===== src/rtl/multimode_seq_counter_if.sv =====
// Control/status bundle for multimode_seq_counter: the driver sets the mode and strobes,
// and the counter returns the sequence value, terminal count and wrap count.
interface multimode_seq_counter_if #(
    parameter int WIDTH = 3
);
    logic             en;
    logic             load;
    logic [WIDTH-1:0] load_val;
    logic [1:0]       mode;
    logic [WIDTH-1:0] q;
    logic             tc;
    logic [7:0]       wraps;

    modport master (output en, load, load_val, mode, input q, tc, wraps);
    modport slave  (input en, load, load_val, mode, output q, tc, wraps);
endinterface


===== src/rtl/multimode_seq_counter.sv =====
// Run-time selectable sequence generator (binary up/down, Gray up, Johnson) with load,
// terminal-count flag and a saturating wrap counter.
module multimode_seq_counter #(
    parameter int WIDTH   = 3,
    parameter int MODULUS = 8
) (
    input  logic                           clk,
    input  logic                           rst,
    multimode_seq_counter_if.slave         bus
);
    typedef enum logic [1:0] {
        M_UP   = 2'b00,
        M_DOWN = 2'b01,
        M_GRAY = 2'b10,
        M_JOHN = 2'b11
    } mode_e;

    localparam logic [WIDTH-1:0] MAXI    = WIDTH'(MODULUS - 1);
    localparam logic [WIDTH-1:0] JR_TERM = {1'b1, {(WIDTH-1){1'b0}}};

    logic [WIDTH-1:0] idx;
    logic [WIDTH-1:0] jr;
    mode_e            mode_r;
    logic [7:0]       wraps;
    logic             term;
    logic             tc;
    logic [WIDTH-1:0] load_clamped;

    assign load_clamped = (bus.load_val > MAXI) ? MAXI : bus.load_val;

    always_comb begin
        term = 1'b0;
        case (mode_r)
            M_UP, M_GRAY: term = (idx == MAXI);
            M_DOWN:       term = (idx == '0);
            M_JOHN:       term = (jr == JR_TERM);
            default:      term = 1'b0;
        endcase
    end

    // TC is gated by a pending mode change or load, since neither of those edges counts.
    assign tc = bus.en && !bus.load && (bus.mode == mode_r) && term;

    always_comb begin
        bus.q = idx;
        case (mode_r)
            M_GRAY:  bus.q = idx ^ (idx >> 1);
            M_JOHN:  bus.q = jr;
            default: bus.q = idx;
        endcase
    end

    assign bus.tc    = tc;
    assign bus.wraps = wraps;

    always_ff @(posedge clk or posedge rst) begin
        if (rst) begin
            idx    <= '0;
            jr     <= '0;
            mode_r <= M_UP;
            wraps  <= '0;
        end else if (bus.mode != mode_r) begin
            mode_r <= mode_e'(bus.mode);
            idx    <= '0;
            jr     <= '0;
        end else if (bus.load) begin
            idx <= load_clamped;
            jr  <= bus.load_val;
        end else if (bus.en) begin
            case (mode_r)
                M_UP, M_GRAY: idx <= (idx == MAXI) ? '0 : idx + WIDTH'(1);
                M_DOWN:       idx <= (idx == '0) ? MAXI : idx - WIDTH'(1);
                M_JOHN:       jr  <= {jr[WIDTH-2:0], ~jr[WIDTH-1]};
                default:      idx <= idx;
            endcase
            if (tc && wraps != 8'hFF) wraps <= wraps + 8'd1;
        end
    end
endmodule


===== src/flat_wrapper.sv =====
// flat-port wrapper written by rule: the top's interface ports become plain ports
module multimode_seq_counter_flat 
#(
    parameter int WIDTH   = 3,
    parameter int MODULUS = 8
)
  (clk, rst, bus_en, bus_load, bus_load_val, bus_mode, bus_q, bus_tc, bus_wraps);
  multimode_seq_counter_if #(.WIDTH(WIDTH)) bus_i ();
  input  logic clk;
  input  logic rst;
  input wire logic [$bits(bus_i.en)-1:0] bus_en;
  input wire logic [$bits(bus_i.load)-1:0] bus_load;
  input wire logic [$bits(bus_i.load_val)-1:0] bus_load_val;
  input wire logic [$bits(bus_i.mode)-1:0] bus_mode;
  output wire logic [$bits(bus_i.q)-1:0] bus_q;
  output wire logic [$bits(bus_i.tc)-1:0] bus_tc;
  output wire logic [$bits(bus_i.wraps)-1:0] bus_wraps;
  assign bus_i.en = bus_en;
  assign bus_i.load = bus_load;
  assign bus_i.load_val = bus_load_val;
  assign bus_i.mode = bus_mode;
  assign bus_q = bus_i.q;
  assign bus_tc = bus_i.tc;
  assign bus_wraps = bus_i.wraps;
  multimode_seq_counter #(.WIDTH(WIDTH), .MODULUS(MODULUS)) u_core (.clk(clk), .rst(rst), .bus(bus_i));
endmodule

===== config.mk =====
export PLATFORM = sky130hd
export DESIGN_NAME = multimode_seq_counter_flat
export DESIGN_NICKNAME = d
export VERILOG_FILES = /design/src/rtl/multimode_seq_counter_if.sv /design/src/rtl/multimode_seq_counter.sv /design/src/flat_wrapper.sv
export SDC_FILE = /design/constraint.sdc
export NUM_CORES = 1
export LEC_CHECK = 0
export CELL_PAD_IN_SITES_DETAIL_PLACEMENT = 2
export CELL_PAD_IN_SITES_GLOBAL_PLACEMENT = 2
export CORE_AREA = 2 2 65 67
export CTS_BUF_LIST = sky130_fd_sc_hd__clkbuf_8 sky130_fd_sc_hd__clkbuf_16
export CTS_CLUSTER_DIAMETER = 40
export CTS_CLUSTER_SIZE = 24
export DETAILED_ROUTE_END_ITERATION = 6
export DIE_AREA = 0 0 67 69
export GPL_ROUTABILITY_DRIVEN = 0
export PLACE_DENSITY = 0.8
export SLEW_MARGIN = 30
export SYNTH_ARGS = -nofsm -noshare
export SYNTH_HDL_FRONTEND = slang
export SYNTH_SLANG_ARGS = --single-unit

===== constraint.sdc =====
create_clock -name clk -period 2 [get_ports clk]
set_input_delay 0.2 -clock clk [delete_from_list [all_inputs] [get_ports clk]]
set_output_delay 0.2 -clock clk [all_outputs]
set_load 0.01 [all_outputs]

==> flow_summary.toml <==
[synthesis]
synth_async_sr_flop_share_pct = 100
yosys_most_used_dff = "dfrtp_1"
synth_cell_types = 44
syn_avg_cell_area_um2 = 10.4
synth_area_mm2 = 0.00105
synth_edf_count = 0
synthCells = 101
syn_nets = 115
synth.yosys.seq_area_share_pct = 38.2
ys_ff_latch = 16
yosysWarnings = 0

[sta]
rsz0062_at_grt = "no"
finalHoldViolCount = 0
maxSlewHeadroom_pct = 56.6
fin_crit_sh_pct = 96.8
min_period_ns = 1.94
fin_ws_ns = 0.0631
fin_skew_ns = 0.000805
setup_tns_ns = 0
tightest_slew_ns = 0.650
max_freq_mhz = 516
setup-violations-final = 0
drv_slew = 0

[global_route]
overflow = 0
grt_pass1_vias = 1072
track_usage_pct = 15.1
grt_max_degree = 17
antenna_found_initial = 0
grt_pass1_wl_um = 5340

[worst_setup_path]
crit_arrival_ns = 2.08
cpPeakStageDelay_ns = 0.40
critPathKind = "flop to flop"
cp.required_ns = 2.14
crit_top_cell = "buf_4"
cp_slowest_cell = "dfrtp_1"
worst-path-max-fanout = 4
critPathLaunchType = "flop"
cp-end-kind = "flop"
path_cells = "buf_4 > ha_1 > ha_2 > inv_2 > o22ai_4 > o211a_4 > buf_4 > nand3_2 > mux2_4"

[clock_network]
cts-root-buf = "clkbuf_8"
ctsHoldBuffers = 0
clock_latency_ns = 0.25
clock-sinks = 16
clkSlewWorstSetupHoldPaths_ns = 0.07
cts_tree = "built"
cts_buffer_depth = 2
numCtsBuffers = 3
htree_num_levels = 1

[finish]
fin_cells = 187
nFillCells = 448
layout_common_cells = "clkdlybuf4s50_1 (17), buf_4 (17), dfrtp_1 (16)"
diodes = 0
drive_gt1_share_pct = 31.4
multi_input_area_um2 = 607
fin_nets = 152
area_growth_pct = 40.1
postLayoutCellArea_mm2 = 0.00147
regArea_um2 = 400

[placed_design]
dp_hpwl_um = 2490
placedCellCount = 181
portBuffers = 20
detailed_place.area_mm2 = 0.00138
post-place-ws_ns = -0.0951

[detailed_routing]
ant_nets = 0
wl_per_cell_um = 16.8
drt_iter0_drc = 13
vias = 915
routed_wl_um = 3150
remaining_drc_errors = 0
first_pass_iters = 3
via_per_inst = 4.89

[floorplan]
die_height_um = 69
io_pins = 21
die_area_mm2 = 0.00462
std_cell_rows = 23
start_util_pct = 26.8
core-area_mm2 = 0.00391
die_w_um = 67

[pwr]
ir_worst_vdd_mv = 0.501
finalPower_uw = 901
power_leakage_uw = 0.000665
p_per_area_mw_per_mm2 = 614

[worst_hold_path]
worstHoldPathType = "input pin to asynchronous set/reset pin"

[flow_run]
max-cap-violations = 0

[run_status]
run_status = "complete, no violations"
## registers in the layout, indices dropped and copies added (netlist names)
| name | flops |
|---|---|
| u_core.bus.wraps | 8 |
| u_core.jr | 3 |
| u_core.mode_r | 2 |
| u_core.idx | 3 |
## worst max-delay path, delay by kind of cell, from the launching register on
kind | cells | cell delay (ns)
DFF | 1 | 0.40
buffers and inverters | 3 | 0.39
adders and majority gates | 2 | 0.38
AOI/OAI and AO/OA | 2 | 0.30
muxes | 1 | 0.29
and+or+nand+nor | 1 | 0.06
## logic make-up after synthesis
logic type / after synthesis / share of synthesized area [%]
AO/OA/AOI/OAI: 31 / 20.9
AND/OR/NAND/NOR: 27 / 18.4
flip-flops: 16 / 38.2
buffers and inverters: 11 / 5.85
multiplexers: 6 / 6.45
XOR/XNOR: 5 / 4.18
adder cells (fa/ha/maj): 5 / 5.97
## cell usage after synthesis, drive strengths merged (2+ instances only)
library cell	count	area share, %
buf	2	2.2
ha	5	6.0
inv	6	2.2
nor3	2	0.96
xor2	2	1.7
o21ai	4	1.9
and3	2	1.3
nor2	2	0.72
dfrtp	16	38
mux2i	3	2.9
a21oi	13	6.6
nand2	6	2.9
clkbuf	2	0.72
o22ai	2	1.2
nand3	4	2.4
mux2	3	3.6
xnor2	3	2.5
or2b	2	1.9
o31ai	3	2.2
## where the power goes
part | switching [uW] | total, uW | internal [uW]
sequential | 29.5 | 377 | 348
clock | 121 | 295 | 175
combinational | 107 | 228 | 121
total | 257 | 901 | 644
## area by class of cell
cell class | count | share of cell area, %
Multi-Input combinational cell | 74 | 41.3
Sequential cell | 16 | 27.3
Inverter | 6 | 1.53
Timing Repair Buffer | 37 | 21.8
Tap cell | 50 | 4.26
Clock buffer | 4 | 3.75
## final timing paths
path | cells past startpoint | from | slack, ns | end
worst max-delay path | 9 | u_core.idx[1] | 0.06 | u_core.bus.wraps[7]
worst min-delay path | 2 | rst | 0.34 | u_core.mode_r[1]
worst max register to register | 9 | u_core.idx[1] | 0.06 | u_core.bus.wraps[7]
worst min register to register | 1 | u_core.bus.wraps[5] | 0.51 | u_core.bus.wraps[5]
max in group asynchronous | 2 | rst | 1.25 | u_core.idx[1]
min in group clk | 1 | bus_mode[1] | 0.45 | u_core.mode_r[1]
## stage by stage
stage | hold WS [ns] | util (%)
2_1_floorplan | 0.114 | -
3_3_place_gp | 0.505 | 35.4
3_5_place_dp | 0.511 | 35.4
4_1_cts | 0.362 | 37.4
5_1_grt | 0.385 | 37.5
6_report | 0.339 | 37.5
## metal layers
layer	global-route usage [%]	up-vias	share of wire, %
met5	0	-	0
met4	3.40	0	0.86
met3	2.12	4	2.4
met2	29.0	15	57
met1	16.9	456	40
li1	-	440	-
## what timing repair did
action	4_1_cts	5_1_grt
pin swaps	0	1
setup buffers	2	0
gates resized for setup	11	1
cloned	0	0
endpoints found under the setup margin	8	1
Power figures use the tool's default switching activity.
